## config.mk

```make
export PLATFORM = sky130hd
export DESIGN_NAME = rvv_backend_div_unit_divider_mb_flat
export DESIGN_NICKNAME = d
export VERILOG_FILES = /design/src/rtl/rvv_backend_div_unit_divider_mb_if.sv /design/src/rtl/rvv_backend_div_unit_divider_mb.sv /design/src/flat_wrapper.sv
export SDC_FILE = /design/constraint.sdc
export NUM_CORES = 1
export LEC_CHECK = 0
export ABC_AREA = 1
export BUFFER_PORTS_ARGS = -buffer_cell sky130_fd_sc_hd__buf_2
export CAP_MARGIN = 20
export CORE_AREA = 5 5 165 325
export DETAILED_ROUTE_END_ITERATION = 8
export DIE_AREA = 0 0 170 330
export PLACE_DENSITY_LB_ADDON = 0.2
export SYNTH_ARGS = -nofsm -noshare
export SYNTH_HDL_FRONTEND = slang
export SYNTH_SLANG_ARGS = --single-unit
export TNS_END_PERCENT = 50
```

## constraint.sdc

```tcl
create_clock -name clk -period 8 [get_ports clk]
set_clock_uncertainty 0.15 [all_clocks]
set_input_delay 0.8 -clock clk [delete_from_list [all_inputs] [get_ports clk]]
set_output_delay 0.8 -clock clk [all_outputs]
set_load 0.03 [all_outputs]
```

## src/rtl/rvv_backend_div_unit_divider_mb_if.sv

```systemverilog
`default_nettype none
// ============================================================================
// Module   : rvv_backend_div_unit_divider_mb_if
// Purpose  : Operand/result handshake bundle between DIV operand dispatch and
//            the multi-bit iterative divider.
// Revision : 1.0 - initial release
// ============================================================================
interface rvv_backend_div_unit_divider_mb_if #(
  parameter int DIV_WIDTH = 32,
  parameter int TAG_WIDTH = 4
);
  logic                 in_valid;
  logic                 in_ready;
  // 1 = DIV_SIGN (signed), 0 = unsigned
  logic                 opcode;
  logic [DIV_WIDTH-1:0] src2_dividend;
  logic [DIV_WIDTH-1:0] src1_divisor;
  logic [TAG_WIDTH-1:0] in_tag;
  logic [DIV_WIDTH-1:0] result_quotient;
  logic [DIV_WIDTH-1:0] result_remainder;
  logic [TAG_WIDTH-1:0] result_tag;
  logic                 result_valid;
  logic                 result_ready;

  modport master (
    output in_valid, opcode, src2_dividend, src1_divisor, in_tag, result_ready,
    input  in_ready, result_quotient, result_remainder, result_tag, result_valid
  );

  modport slave (
    input  in_valid, opcode, src2_dividend, src1_divisor, in_tag, result_ready,
    output in_ready, result_quotient, result_remainder, result_tag, result_valid
  );
endinterface
`default_nettype wire

```

## src/rtl/rvv_backend_div_unit_divider_mb.sv

```systemverilog
`default_nettype none
// ============================================================================
// Module   : rvv_backend_div_unit_divider_mb
// Purpose  : Multi-bit-per-cycle restoring integer divider with leading-zero
//            normalisation, valid/ready input and tag pass-through.
//            Optional result reuse store: DIV_RESULT_REUSE_EN.
// Revision : 1.0 - initial release
// ============================================================================
module rvv_backend_div_unit_divider_mb #(
  parameter int DIV_WIDTH      = 32,
  parameter int BITS_PER_CYCLE = 2,
  parameter int TAG_WIDTH      = 4
) (
  input  logic clk,
  input  logic rst,
  input  logic trap_flush_rvv,
  rvv_backend_div_unit_divider_mb_if.slave bus
);

  localparam int c_cnt_w = $clog2(DIV_WIDTH) + 1;

  typedef enum logic [1:0] {
    S_IDLE = 2'd0,
    S_CALC = 2'd1,
    S_DONE = 2'd2
  } state_t;

  state_t               r_state;
  state_t               w_state_nxt;

  logic [DIV_WIDTH-1:0] r_q;
  logic [DIV_WIDTH-1:0] r_rem;
  logic [DIV_WIDTH-1:0] r_divisor;
  logic                 r_q_sgn;
  logic                 r_r_sgn;
  logic [TAG_WIDTH-1:0] r_tag;
  logic [c_cnt_w-1:0]   r_cnt;

  logic                 w_accept;
  logic                 w_a_neg;
  logic                 w_b_neg;
  logic                 w_q_sgn;
  logic                 w_r_sgn;
  logic [DIV_WIDTH-1:0] w_abs_a;
  logic [DIV_WIDTH-1:0] w_abs_b;
  logic                 w_div_zero;
  logic                 w_ovf;
  logic                 w_a_zero;
  logic                 w_special;
  logic                 w_reuse_hit;
  logic [c_cnt_w-1:0]   w_clz;
  logic [c_cnt_w-1:0]   w_sig;
  logic [DIV_WIDTH-1:0] w_preload;
  logic [DIV_WIDTH-1:0] w_step_q;
  logic [DIV_WIDTH-1:0] w_step_r;
  logic [DIV_WIDTH:0]   w_rem_ext;
  logic                 w_last;
  logic [c_cnt_w-1:0]   w_cnt_nxt;
  logic                 w_valid;

  // ---------------------------------------------------------------------------
  // Operand decode
  // ---------------------------------------------------------------------------
  assign w_accept   = bus.in_valid & (r_state == S_IDLE) & ~trap_flush_rvv;
  assign w_a_neg    = bus.opcode & bus.src2_dividend[DIV_WIDTH-1];
  assign w_b_neg    = bus.opcode & bus.src1_divisor[DIV_WIDTH-1];
  assign w_q_sgn    = w_a_neg ^ w_b_neg;
  assign w_r_sgn    = w_a_neg;
  assign w_abs_a    = w_a_neg ? -bus.src2_dividend : bus.src2_dividend;
  assign w_abs_b    = w_b_neg ? -bus.src1_divisor : bus.src1_divisor;
  assign w_div_zero = (bus.src1_divisor == '0);
  assign w_ovf      = bus.opcode
                    & (bus.src2_dividend == {1'b1, {(DIV_WIDTH-1){1'b0}}})
                    & (bus.src1_divisor == '1);
  assign w_a_zero   = (bus.src2_dividend == '0);
  assign w_special  = w_div_zero | w_ovf | w_a_zero;

  // Highest set bit wins because later iterations overwrite earlier ones.
  always_comb begin
    w_clz = c_cnt_w'(DIV_WIDTH);
    for (int i = 0; i < DIV_WIDTH; i++) begin
      if (w_abs_a[i]) w_clz = c_cnt_w'(DIV_WIDTH - 1 - i);
    end
  end

  assign w_sig     = c_cnt_w'(DIV_WIDTH) - w_clz;
  assign w_preload = w_abs_a << w_clz;

  // ---------------------------------------------------------------------------
  // Restoring steps: r_q holds the unconsumed dividend bits at the top and
  // collects quotient bits at the bottom.
  // ---------------------------------------------------------------------------
  always_comb begin
    w_step_q  = r_q;
    w_step_r  = r_rem;
    w_rem_ext = '0;
    for (int k = 0; k < BITS_PER_CYCLE; k++) begin
      if (c_cnt_w'(k) < r_cnt) begin
        w_rem_ext = {w_step_r, w_step_q[DIV_WIDTH-1]};
        w_step_q  = {w_step_q[DIV_WIDTH-2:0], 1'b0};
        if (w_rem_ext >= {1'b0, r_divisor}) begin
          w_rem_ext   = w_rem_ext - {1'b0, r_divisor};
          w_step_q[0] = 1'b1;
        end
        w_step_r = w_rem_ext[DIV_WIDTH-1:0];
      end
    end
  end

  assign w_last    = (r_cnt <= c_cnt_w'(BITS_PER_CYCLE));
  assign w_cnt_nxt = w_last ? '0 : (r_cnt - c_cnt_w'(BITS_PER_CYCLE));

  // ---------------------------------------------------------------------------
  // Optional reuse of the last completed normal-case division
  // ---------------------------------------------------------------------------
`ifdef DIV_RESULT_REUSE_EN
  logic                 r_ru_valid;
  logic [DIV_WIDTH-1:0] r_ru_a;
  logic [DIV_WIDTH-1:0] r_ru_b;
  logic                 r_ru_qs;
  logic                 r_ru_rs;
  logic [DIV_WIDTH-1:0] r_ru_q;
  logic [DIV_WIDTH-1:0] r_ru_r;
  logic [DIV_WIDTH-1:0] r_abs_a;

  assign w_reuse_hit = r_ru_valid & (w_abs_a == r_ru_a) & (w_abs_b == r_ru_b)
                     & (w_q_sgn == r_ru_qs) & (w_r_sgn == r_ru_rs);

  always_ff @(posedge clk) begin
    if (rst) begin
      r_ru_valid <= 1'b0;
      r_ru_a     <= '0;
      r_ru_b     <= '0;
      r_ru_qs    <= 1'b0;
      r_ru_rs    <= 1'b0;
      r_ru_q     <= '0;
      r_ru_r     <= '0;
      r_abs_a    <= '0;
    end else if (trap_flush_rvv) begin
      r_ru_valid <= 1'b0;
    end else begin
      if (w_accept && !w_special && !w_reuse_hit) r_abs_a <= w_abs_a;
      if (r_state == S_CALC && w_last) begin
        r_ru_valid <= 1'b1;
        r_ru_a     <= r_abs_a;
        r_ru_b     <= r_divisor;
        r_ru_qs    <= r_q_sgn;
        r_ru_rs    <= r_r_sgn;
        r_ru_q     <= w_step_q;
        r_ru_r     <= w_step_r;
      end
    end
  end
`else
  assign w_reuse_hit = 1'b0;
`endif

  // ---------------------------------------------------------------------------
  // FSM
  // ---------------------------------------------------------------------------
  always_ff @(posedge clk) begin
    if (rst) r_state <= S_IDLE;
    else     r_state <= w_state_nxt;
  end

  always_comb begin
    w_state_nxt = r_state;
    case (r_state)
      S_IDLE: if (w_accept) w_state_nxt = (w_special || w_reuse_hit) ? S_DONE : S_CALC;
      S_CALC: if (w_last) w_state_nxt = S_DONE;
      S_DONE: if (bus.result_ready) w_state_nxt = S_IDLE;
      default: w_state_nxt = S_IDLE;
    endcase
    if (trap_flush_rvv) w_state_nxt = S_IDLE;
  end

  // ---------------------------------------------------------------------------
  // Datapath
  // ---------------------------------------------------------------------------
  always_ff @(posedge clk) begin
    if (rst) begin
      r_q       <= '0;
      r_rem     <= '0;
      r_divisor <= '0;
      r_q_sgn   <= 1'b0;
      r_r_sgn   <= 1'b0;
      r_tag     <= '0;
      r_cnt     <= '0;
    end else if (w_accept) begin
      r_tag <= bus.in_tag;
      if (w_div_zero) begin
        r_q     <= '1;
        r_rem   <= bus.src2_dividend;
        r_q_sgn <= 1'b0;
        r_r_sgn <= 1'b0;
      end else if (w_ovf) begin
        r_q     <= bus.src2_dividend;
        r_rem   <= '0;
        r_q_sgn <= 1'b0;
        r_r_sgn <= 1'b0;
      end else if (w_a_zero) begin
        r_q     <= '0;
        r_rem   <= '0;
        r_q_sgn <= 1'b0;
        r_r_sgn <= 1'b0;
`ifdef DIV_RESULT_REUSE_EN
      end else if (w_reuse_hit) begin
        r_q     <= r_ru_q;
        r_rem   <= r_ru_r;
        r_q_sgn <= w_q_sgn;
        r_r_sgn <= w_r_sgn;
`endif
      end else begin
        r_q       <= w_preload;
        r_rem     <= '0;
        r_divisor <= w_abs_b;
        r_q_sgn   <= w_q_sgn;
        r_r_sgn   <= w_r_sgn;
        r_cnt     <= w_sig;
      end
    end else if (r_state == S_CALC && !trap_flush_rvv) begin
      r_q   <= w_step_q;
      r_rem <= w_step_r;
      r_cnt <= w_cnt_nxt;
    end
  end

  // ---------------------------------------------------------------------------
  // Outputs, forced to zero outside DONE
  // ---------------------------------------------------------------------------
  assign w_valid              = (r_state == S_DONE);
  assign bus.in_ready         = (r_state == S_IDLE);
  assign bus.result_valid     = w_valid;
  assign bus.result_quotient  = w_valid ? (r_q_sgn ? -r_q : r_q) : '0;
  assign bus.result_remainder = w_valid ? (r_r_sgn ? -r_rem : r_rem) : '0;
  assign bus.result_tag       = w_valid ? r_tag : '0;

endmodule
`default_nettype wire

```

## src/flat_wrapper.sv

```systemverilog
// flat-port wrapper written by rule: the top's interface ports become plain ports
module rvv_backend_div_unit_divider_mb_flat 
#(
  parameter int DIV_WIDTH      = 32,
  parameter int BITS_PER_CYCLE = 2,
  parameter int TAG_WIDTH      = 4
)
  (clk, rst, trap_flush_rvv, bus_in_valid, bus_opcode, bus_src2_dividend, bus_src1_divisor, bus_in_tag, bus_result_ready, bus_in_ready, bus_result_quotient, bus_result_remainder, bus_result_tag, bus_result_valid);
  rvv_backend_div_unit_divider_mb_if #(.DIV_WIDTH(DIV_WIDTH), .TAG_WIDTH(TAG_WIDTH)) bus_i ();
  input  logic clk;
  input  logic rst;
  input  logic trap_flush_rvv;
  input wire logic [$bits(bus_i.in_valid)-1:0] bus_in_valid;
  input wire logic [$bits(bus_i.opcode)-1:0] bus_opcode;
  input wire logic [$bits(bus_i.src2_dividend)-1:0] bus_src2_dividend;
  input wire logic [$bits(bus_i.src1_divisor)-1:0] bus_src1_divisor;
  input wire logic [$bits(bus_i.in_tag)-1:0] bus_in_tag;
  input wire logic [$bits(bus_i.result_ready)-1:0] bus_result_ready;
  output wire logic [$bits(bus_i.in_ready)-1:0] bus_in_ready;
  output wire logic [$bits(bus_i.result_quotient)-1:0] bus_result_quotient;
  output wire logic [$bits(bus_i.result_remainder)-1:0] bus_result_remainder;
  output wire logic [$bits(bus_i.result_tag)-1:0] bus_result_tag;
  output wire logic [$bits(bus_i.result_valid)-1:0] bus_result_valid;
  assign bus_i.in_valid = bus_in_valid;
  assign bus_i.opcode = bus_opcode;
  assign bus_i.src2_dividend = bus_src2_dividend;
  assign bus_i.src1_divisor = bus_src1_divisor;
  assign bus_i.in_tag = bus_in_tag;
  assign bus_i.result_ready = bus_result_ready;
  assign bus_in_ready = bus_i.in_ready;
  assign bus_result_quotient = bus_i.result_quotient;
  assign bus_result_remainder = bus_i.result_remainder;
  assign bus_result_tag = bus_i.result_tag;
  assign bus_result_valid = bus_i.result_valid;
  rvv_backend_div_unit_divider_mb #(.DIV_WIDTH(DIV_WIDTH), .BITS_PER_CYCLE(BITS_PER_CYCLE), .TAG_WIDTH(TAG_WIDTH)) u_core (.clk(clk), .rst(rst), .trap_flush_rvv(trap_flush_rvv), .bus(bus_i));
endmodule
```

==> flow_metrics.env, run 1 <==
export IMPL_outcome="complete, no violations"
export IMPL_clock_power_share_pct=11.8
export IMPL_finalSetupViolCount=0
export IMPL_whs_ns=0.307
export IMPL_route_detailed_drc=0
export IMPL_place_area_mm2=0.0163
export IMPL_cts_tree="built"
export IMPL_yosys_area_top_type="dfxtp_1"
export IMPL_cellPowerDensity_mw_per_mm2=242
export IMPL_drt_pass1_iter_count=6
export IMPL_pin_count=144
export IMPL_clock_sinks=110
export IMPL_critical_path_required_ns=8.16
export IMPL_rrSetupSlack_ns=0.47
export IMPL_hold_viol=0
export IMPL_path_class="reg -> reg"
export IMPL_critical_path_slowest_cell="dfxtp_1"
export IMPL_grt_overflow=0
export IMPL_leakage_nw=7.62
export IMPL_ys_async_sr_fraction_pct=0
export IMPL_start_util_pct=29.6
export IMPL_via_per_inst=5.57
export IMPL_arrival_ns=7.68
export IMPL_cp_max_fo=23
export IMPL_synth_top_area_share_pct=14.7
export IMPL_rr_worst_depth=37
export IMPL_rr_endpoint="u_core.r_rem[29]"
export IMPL_drive_gt1_share_pct=9.85
export IMPL_grt_max_degree=75
export IMPL_drt_total_wl_um=76600
export IMPL_critPathLaunchType="flop"
export IMPL_stdcell_area_mm2=0.0166
export IMPL_p_sw_mw=2.25
export IMPL_fillers=5781
export IMPL_synthTopCellsByArea="dfxtp_1 (15%), nand2_1 (13%), o21ai_0 (9.8%), a21oi_1 (9.5%), nand3_1 (7.8%)"
export IMPL_cp_endpoint="u_core.r_rem[29]"
export IMPL_max_freq_ghz=0.133
export IMPL_gr_usage_all_layers_pct=26.3
export IMPL_port_buffer_count=143
export IMPL_grt_pass1_wl_um=112000
export IMPL_tns_ns=0
export IMPL_netlist_instances=2631
export IMPL_die_width_um=170
export IMPL_period_share_pct=94.1
export IMPL_startpoint="u_core.r_rem[22]"
export IMPL_routabilityCongestion=0.970
export IMPL_slew_headroom_pct=27.0
export IMPL_grt_pass1_vias=18500
export IMPL_antenna_cells=0
export IMPL_num_rows=117
export IMPL_drv_cap=0
export IMPL_seq_area_frac_synth_pct=14.7
export IMPL_clk_pin_slew_ns=0.09
export IMPL_cts_htree_levels=3
export IMPL_period_minus_slack_ns=7.53
export IMPL_worst_slew_pin_slew_ns=1.09
export IMPL_clockBufferDepth=2
export IMPL_p_comb_share_pct=71.1
export IMPL_syn_area_per_cell_um2=5.71
export IMPL_rsz0062_at_grt="false"
export IMPL_dp_hpwl_um=62000
export IMPL_netlist_cell_type_count=66
export IMPL_die_h_um=330
export IMPL_yosys_warnings=0
export IMPL_synth_nets=2780
export IMPL_hold_buffers=0
export IMPL_ant_nets=0
export IMPL_avgRoutedWirePerCell_um=22.8
export IMPL_cts_buffers=9
export IMPL_p_seq_share_pct=17.1
export IMPL_crit_path_end_kind="flop"
export IMPL_vdd_drop_max_mv=0.103
export IMPL_slowest_delay_ns=0.42
export IMPL_clk_latency_ns=0.39
export IMPL_reg2reg_from="u_core.r_rem[22]"
export IMPL_fin_nets=2844
export IMPL_synth_main_ff_cell="dfxtp_1"
export IMPL_synth_cells_most_frequent="nand2_1 (520), inv_1 (308), o21ai_0 (293)"
export IMPL_fin_util_pct=32.6
export IMPL_cp_common_cell="nand2_1"
export IMPL_vias=18700
export IMPL_ys_ff_latch=110
export IMPL_cts_root_buf="clkbuf_16"
export IMPL_hp_class="reg -> reg"
export IMPL_p_sw_share_pct=56.1
export IMPL_first_iter_violations=1481
export IMPL_syn_area_mm2=0.0150
export IMPL_dieArea_mm2=0.0561
export IMPL_internal_power_mw=1.76
export IMPL_slew_viol_final=0
export IMPL_synth_edf_count=0
export IMPL_yosysMostFrequentCell="nand2_1"
export IMPL_syn2layout_area_growth_pct=10.3
export IMPL_core_mm2=0.0508
export IMPL_grt_antenna_before_repair=2
-- final cells by class --
type	instances	area, µm²	area share [%]
Clock buffer	10	229	1.38
Clock inverter	6	56.3	0.340
Inverter	319	1200	7.24
Multi-Input combinational cell	2070	11000	66.6
Sequential cell	110	2200	13.3
Tap cell	654	818	4.94
Timing Repair Buffer	185	1030	6.22
-- how the worst min path moves through the flow --
stage	start	endpoint	slack, ns	cells after the start
2_1_floorplan	u_core.r_tag[0]	u_core.r_tag[0]	0.28	2
3_3_place_gp	u_core.r_tag[0]	u_core.r_tag[0]	0.29	2
3_5_place_dp	u_core.r_tag[0]	u_core.r_tag[0]	0.29	2
4_1_cts	u_core.r_tag[0]	u_core.r_tag[0]	0.31	2
5_1_grt	u_core.r_tag[0]	u_core.r_tag[0]	0.32	2
6_report	u_core.r_tag[3]	u_core.r_tag[3]	0.31	2
-- timing repair --
item | 4_1_cts | 5_1_grt
setup endpoints to repair | 0 | 3
resized for setup | 0 | 3
setup buffers | 0 | 0
hold endpoints to repair | 0 | 0
-- worst max-delay path: cells and delay by family (launching register included) --
family,cells,cell delay [ns]
flip-flops,1,0.42
AND/OR/NAND/NOR,15,2.35
buffers and inverters,4,0.88
adder cells (fa/ha/maj),2,0.78
AO/OA/AOI/OAI,16,2.84
-- metal layers --
layer	GRT usage, %	up-vias	wire length (µm)
met5	0	-	14
met4	22.0	4	7620
met3	2.41	227	3070
met2	49.2	685	39600
met1	25.6	8725	26300
li1	-	9029	-
-- per-stage QoR --
step,power (mW),instances,worst slack (ns)
4_1_cts,3.98,3354,0.399
6_report,4.01,3354,0.474
3_5_place_dp,3.50,3338,0.427
3_3_place_gp,3.50,3338,0.519
2_1_floorplan,2.65,2631,2.22
5_1_grt,4.31,3354,0.00872
-- sequential cells by signal, summed over array words and instances, names as in the netlist --
| register | flops |
|---|---|
| u_core.r_state | 2 |
| u_core.r_rem | 32 |
| u_core.r_tag | 4 |
| u_core.r_q_sgn | 1 |
| u_core.r_cnt | 6 |
| u_core.r_divisor | 32 |
| u_core.r_r_sgn | 1 |
| u_core.r_q | 32 |
-- cell usage in the layout, fill, tap and decap left out, types with 4 or more instances in the layout --
cell type and n:
o21a_1 8, nand4_1 36, nand2_1 519, xnor2_1 26, nor3_2 4, nor3b_1 6
buf_4 42, a211oi_1 12, inv_2 7, nor2_1 224, o21ai_0 293, or2_2 10
a31oi_1 18, nand3b_1 4, a21oi_1 285, nand2_2 6, o21ai_2 4, inv_1 307
nor2_2 4, ha_1 73, o22ai_1 4, nor4_1 13, a21boi_1 5, nor3_1 82
a22oi_1 14, a221oi_1 10, dfxtp_1 108, o221ai_1 9, nor2_4 5, and3_1 4
o21bai_1 5, o21ai_1 20, clkbuf_16 9, o211ai_1 25, buf_2 143, nand3_1 235
xor2_1 65
-- power by group through the flow --
stage | sequential, mW | clock [mW] | combinational [mW]
global placement | 0.694 | 0 | 2.81
detailed placement | 0.695 | 0 | 2.80
floorplan | 0.658 | 0 | 1.99
finish | 0.685 | 0.473 | 2.85
global route | 0.694 | 0.500 | 3.12
CTS | 0.682 | 0.488 | 2.81
-- cell families (layout without fill, tap and decap cells) --
group | count (synthesis) | after routing | synth area share [%]
XOR/XNOR | 94 | 94 | 5.71
AND/OR/NAND/NOR | 1165 | 1165 | 34.0
buffers and inverters | 451 | 520 | 12.1
AO/OA/AOI/OAI | 733 | 733 | 27.0
multiplexers | 3 | 3 | 0.200
adder cells (fa/ha/maj) | 75 | 75 | 6.35
flip-flops | 110 | 110 | 14.7
Power figures use the tool's default switching activity.
==> run 2, diff against run 1 <==
--- a/config.mk
+++ b/config.mk
@@ -11,7 +11,6 @@
 export CORE_AREA = 5 5 165 325
 export DETAILED_ROUTE_END_ITERATION = 8
 export DIE_AREA = 0 0 170 330
-export PLACE_DENSITY_LB_ADDON = 0.2
 export SYNTH_ARGS = -nofsm -noshare
 export SYNTH_HDL_FRONTEND = slang
 export SYNTH_SLANG_ARGS = --single-unit
==> flow_metrics.env, run 2 (synthesis gave the netlist of run 1 again) <==
export IMPL_outcome="complete, no violations"
export IMPL_post_cts_resize_count=0
export IMPL_vias=18600
export IMPL_hold_path_depth=2
export IMPL_via_per_inst=5.53
export IMPL_tns_ns=0
export IMPL_critPathLaunchType="flop"
export IMPL_critical_path_slowest_cell="dfxtp_1"
export IMPL_rr_worst_depth=37
export IMPL_grt_pass1_wl_um=105000
export IMPL_fillers=5820
export IMPL_pin_count=144
export IMPL_drt_pass1_iter_count=6
export IMPL_grt_overflow=0
export IMPL_core_mm2=0.0508
export IMPL_hold_buffers=0
export IMPL_cellPowerDensity_mw_per_mm2=240
export IMPL_critical_path_required_ns=8.16
export IMPL_cts_tree="built"
export IMPL_slowest_delay_ns=0.55
export IMPL_period_minus_slack_ns=7.44
export IMPL_avgRoutedWirePerCell_um=21.1
export IMPL_grt_max_degree=71
export IMPL_cp_common_cell="inv_1"
export IMPL_whs_ns=0.316
export IMPL_dp_slack_ns=0.475
export IMPL_first_iter_violations=1606
export IMPL_cp_max_fo=11
export IMPL_path_delay_family="compound AO/OA/AOI/OAI gates"
export IMPL_internal_power_mw=1.81
export IMPL_whs_endpoint="u_core.r_tag[0]"
export IMPL_port_buffer_count=143
export IMPL_worst_slew_pin_slew_ns=1.07
export IMPL_rrSetupSlack_ns=0.56
export IMPL_syn2layout_area_growth_pct=10.6
export IMPL_rsz0062_at_grt="false"
export IMPL_clk_pin_slew_ns=0.08
export IMPL_grt_pass1_vias=17700
export IMPL_cts_root_buf="clkbuf_16"
export IMPL_drive_gt1_share_pct=9.74
export IMPL_dp_hpwl_um=57100
export IMPL_p_seq_share_pct=17.2
export IMPL_final_cell_mix="nand2_1 (519), inv_1 (307), o21ai_0 (293), a21oi_1 (285), nand3_1 (235)"
export IMPL_postCtsSetupRepairBufs=0
export IMPL_clock_power_share_pct=12.9
export IMPL_finalSetupViolCount=0
export IMPL_layout_area_seq_mm2=0.00220
export IMPL_cts_buffers=9
export IMPL_leakage_nw=7.64
export IMPL_crit_path_end_kind="flop"
export IMPL_clk_latency_ns=0.38
export IMPL_reg2reg_from="u_core.r_divisor[5]"
export IMPL_die_width_um=170
export IMPL_p_sw_mw=2.18
export IMPL_route_detailed_drc=0
export IMPL_num_rows=117
export IMPL_setup_ws_ns=0.559
export IMPL_max_freq_ghz=0.134
export IMPL_grt_antenna_before_repair=4
export IMPL_gr_usage_all_layers_pct=24.2
export IMPL_clock_sinks=110
export IMPL_ant_nets=0
export IMPL_place_area_mm2=0.0163
export IMPL_drt_total_wl_um=70700
export IMPL_top_layer="met5"
export IMPL_route_met3_wl_um=3560
export IMPL_fin_nets=2844
export IMPL_drv_cap=0
export IMPL_period_share_pct=93.0
export IMPL_dieArea_mm2=0.0561
export IMPL_stdcell_area_mm2=0.0166
export IMPL_start_util_pct=29.6
export IMPL_wl_met1_um=23500
export IMPL_slew_viol_final=0
export IMPL_multiInputGateArea_mm2=0.0110
export IMPL_cp_buffers_inverters=7
export IMPL_hold_viol=0
export IMPL_p_comb_share_pct=69.9
export IMPL_cts_htree_levels=3
export IMPL_clockBufferDepth=2
export IMPL_arrival_ns=7.60
export IMPL_hold_start="u_core.r_tag[0]"
export IMPL_vdd_drop_max_mv=0.128
export IMPL_routabilityCongestion=1.03
export IMPL_rr_endpoint="u_core.r_rem[30]"
export IMPL_p_sw_share_pct=54.7
export IMPL_hp_class="reg -> reg"
export IMPL_path_class="reg -> reg"
export IMPL_die_h_um=330
export IMPL_met2WireLength_um=36100
export IMPL_slew_headroom_pct=28.6
export IMPL_reg_largest_list="u_core.r_divisor: 32 flops, u_core.r_q: 32 flops, u_core.r_rem: 32 flops"
export IMPL_final_common_cell="nand2_1"
run 2: worst reg2reg max path: cells and delay by family (launching register included):
| family | cells | cell delay, ns |
|---|---|---|
| and+or+nand+nor | 6 | 1.06 |
| DFF | 1 | 0.55 |
| AOI/OAI and AO/OA | 22 | 4.08 |
| adders and majority gates | 2 | 0.67 |
| buffers and inverters | 7 | 0.84 |
run 2: power groups by stage:
stage	registers, mW	logic (mW)	clock network (mW)
2_1_floorplan	0.658	1.99	0
3_3_place_gp	0.692	2.72	0
3_5_place_dp	0.693	2.71	0
4_1_cts	0.680	2.73	0.519
5_1_grt	0.690	3.05	0.535
6_report	0.684	2.79	0.515
run 2: how the worst max path moves through the flow:
| stage | slack (ns) | to | cells after the start | start |
|---|---|---|---|---|
| 6_report | 0.56 | u_core.r_rem[30] | 37 | u_core.r_divisor[5] |
| 5_1_grt | 0.13 | u_core.r_rem[30] | 37 | u_core.r_rem[17] |
| 4_1_cts | 0.44 | u_core.r_rem[26] | 34 | u_core.r_divisor[5] |
| 3_5_place_dp | 0.48 | u_core.r_rem[26] | 34 | u_core.r_divisor[5] |
| 3_3_place_gp | 0.66 | u_core.r_rem[24] | 34 | u_core.r_divisor[5] |
| 2_1_floorplan | 2.22 | u_core.r_rem[3] | 31 | u_core.r_rem[13] |
run 2: cell type report:
type,count,area share [%]
multi-input cells,2070,66.3
well taps,654,4.93
inverters,319,7.22
diodes,2,0.0301
clock buffers,10,1.38
repair buffers,185,6.28
flip-flops and latches,110,13.3
clock inverters,6,0.565
run 2: routing by layer:
metal,up-vias,track usage [%]
li1,9018,-
met1,8538,23.6
met2,739,44.3
met3,274,2.79
met4,4,21.0
met5,-,0
run 2: stage by stage:
| step | util (%) | instances | power (mW) |
|---|---|---|---|
| 2_1_floorplan | - | 2631 | 2.65 |
| 3_3_place_gp | 32.0 | 3336 | 3.42 |
| 3_5_place_dp | 32.0 | 3336 | 3.40 |
| 4_1_cts | 32.7 | 3352 | 3.93 |
| 5_1_grt | 32.7 | 3355 | 4.27 |
| 6_report | 32.7 | 3356 | 3.98 |
==> run 3, diff against run 2 <==
--- a/config.mk
+++ b/config.mk
@@ -11,6 +11,7 @@
 export CORE_AREA = 5 5 165 325
 export DETAILED_ROUTE_END_ITERATION = 8
 export DIE_AREA = 0 0 170 330
+export PLACE_DENSITY_LB_ADDON = 0.08
 export SYNTH_ARGS = -nofsm -noshare
 export SYNTH_HDL_FRONTEND = slang
 export SYNTH_SLANG_ARGS = --single-unit
==> constraint.sdc (replaced) <==
create_clock -name clk -period 9.15 [get_ports clk]
set_clock_uncertainty 0.15 [all_clocks]
set_input_delay 0.915 -clock clk [delete_from_list [all_inputs] [get_ports clk]]
set_output_delay 0.915 -clock clk [all_outputs]
set_load 0.03 [all_outputs]
==> flow_metrics.env, run 3 (synthesis gave the netlist of run 1 again) <==
export IMPL_hp_class="reg -> reg"
export IMPL_hold_path_depth=2
export IMPL_reg2reg_from="u_core.r_divisor[1]"
export IMPL_period_share_pct=81.1
export IMPL_cts_htree_levels=3
export IMPL_core_mm2=0.0508
export IMPL_rr_endpoint="u_core.r_rem[11]"
export IMPL_p_sw_share_pct=56.9
export IMPL_path_class="reg -> reg"
export IMPL_die_width_um=170
export IMPL_whs_endpoint="u_core.r_tag[2]"
export IMPL_crit_path_end_kind="flop"
export IMPL_critical_path_slowest_cell="dfxtp_1"
export IMPL_via_per_inst=5.55
export IMPL_route_detailed_drc=0
export IMPL_dp_hpwl_um=62800
export IMPL_drive_gt1_share_pct=9.58
export IMPL_rr_worst_depth=36
export IMPL_num_rows=117
export IMPL_grt_max_degree=72
export IMPL_outcome="complete, no violations"
export IMPL_fin_nets=2838
export IMPL_path_delay_family="compound AO/OA/AOI/OAI gates"
export IMPL_p_seq_share_pct=17.0
export IMPL_hold_buffers=0
export IMPL_rrSetupSlack_ns=1.73
export IMPL_final_common_cell="nand2_1"
export IMPL_drt_pass1_iter_count=6
export IMPL_clock_power_share_pct=12.8
export IMPL_ant_nets=0
export IMPL_grt_overflow=0
export IMPL_avgRoutedWirePerCell_um=23.5
export IMPL_start_util_pct=29.6
export IMPL_hold_start="u_core.r_tag[2]"
export IMPL_cp_max_fo=23
export IMPL_critical_path_required_ns=9.34
export IMPL_whs_ns=0.310
export IMPL_dieArea_mm2=0.0561
export IMPL_grt_pass1_wl_um=115000
export IMPL_slew_viol_final=0
export IMPL_cts_tree="built"
export IMPL_pin_count=144
export IMPL_internal_power_mw=1.53
export IMPL_final_cell_mix="nand2_1 (519), inv_1 (307), o21ai_0 (293), a21oi_1 (285), nand3_1 (235)"
export IMPL_cellPowerDensity_mw_per_mm2=214
export IMPL_leakage_nw=7.60
export IMPL_finalSetupViolCount=0
export IMPL_cts_root_buf="clkbuf_16"
export IMPL_syn2layout_area_growth_pct=10.1
export IMPL_critPathLaunchType="flop"
export IMPL_routabilityCongestion=1.01
export IMPL_grt_pass1_vias=18400
export IMPL_cp_buffers_inverters=3
export IMPL_fillers=5727
export IMPL_grt_antenna_before_repair=0
export IMPL_period_minus_slack_ns=7.42
export IMPL_drt_total_wl_um=78600
export IMPL_slew_headroom_pct=12.7
export IMPL_vdd_drop_max_mv=0.0901
export IMPL_die_h_um=330
export IMPL_reg_largest_list="u_core.r_divisor: 32 flops, u_core.r_q: 32 flops, u_core.r_rem: 32 flops"
export IMPL_antenna_cells=0
export IMPL_clk_latency_ns=0.40
export IMPL_p_comb_share_pct=70.2
export IMPL_vias=18600
export IMPL_tns_ns=0
export IMPL_hold_viol=0
export IMPL_max_freq_ghz=0.135
export IMPL_first_iter_violations=1462
export IMPL_gr_usage_all_layers_pct=27.3
export IMPL_clockBufferDepth=2
export IMPL_cts_buffers=9
export IMPL_worst_slew_pin_slew_ns=1.30
export IMPL_slowest_delay_ns=0.61
export IMPL_p_sw_mw=2.02
export IMPL_port_buffer_count=143
export IMPL_rsz0062_at_grt="false"
export IMPL_clk_pin_slew_ns=0.10
export IMPL_clock_sinks=110
export IMPL_arrival_ns=7.61
export IMPL_postCtsSetupRepairBufs=0
export IMPL_post_cts_resize_count=0
export IMPL_drv_cap=0
==> run 3: cell types whose count changed in the layout (fill, tap and decap cells not counted), moves of 2 or more <==
cell,previous run,this run
diode_2,2,0
buf_4,40,35
bufinv_16,2,0
inv_8,0,3
==> run 3: worst max path at each step <==
stage	startpoint	to	slack, ns	cells after the start
final	u_core.r_divisor[1]	u_core.r_rem[11]	1.73	36
after global placement	bus_src2_dividend[0]	u_core.r_q[30]	2.02	21
after CTS	u_core.r_divisor[1]	u_core.r_rem[11]	1.87	36
after floorplan	u_core.r_rem[13]	u_core.r_rem[3]	3.37	31
after detailed placement	u_core.r_divisor[1]	u_core.r_rem[11]	1.92	36
after global routing	u_core.r_rem[3]	u_core.r_rem[21]	1.24	36
==> run 3: worst min-delay path: stages, from the launching register on <==
cell and delay (ns):
dfxtp_1 0.31, inv_1 0.06, a21oi_1 0.05
==> run 3: power groups by stage <==
| stage | registers (mW) | logic (mW) | clock network, mW |
|---|---|---|---|
| after CTS | 0.600 | 2.46 | 0.472 |
| after global placement | 0.610 | 2.46 | 0 |
| after detailed placement | 0.611 | 2.45 | 0 |
| after floorplan | 0.575 | 1.74 | 0 |
| after global routing | 0.608 | 2.73 | 0.483 |
| final | 0.603 | 2.49 | 0.455 |
==> run 3: stage by stage <==
stage	instances	setup slack, ns	total power [mW]	instance area [µm²]	util (%)
detailed placement	3331	1.92	3.06	16200	31.9
global placement	3330	2.02	3.07	16200	31.9
finish	3348	1.73	3.55	16500	32.6
global route	3348	1.24	3.82	16500	32.6
floorplan	2631	3.37	2.32	15000	-
CTS	3347	1.87	3.53	16500	32.5
==> run 3: per-layer routing <==
layer / vias to the layer above / track usage (%) / part of all wire, %
met4: 0 / 26.5 / 12
li1: 9007 / - / -
met5: - / 0 / 0
met1: 8692 / 24.7 / 32
met3: 256 / 2.39 / 3.1
met2: 610 / 51.3 / 53
==> run 3: area by class of cell <==
type / instances / area, µm² / share of cell area, %
clock buffer: 9 / 225 / 1.36
clock inverter: 7 / 75.1 / 0.454
inverter: 319 / 1200 / 7.25
multi-input combinational: 2070 / 11000 / 66.7
sequential: 110 / 2200 / 13.3
tap: 654 / 818 / 4.95
timing repair buffer: 179 / 992 / 6.00
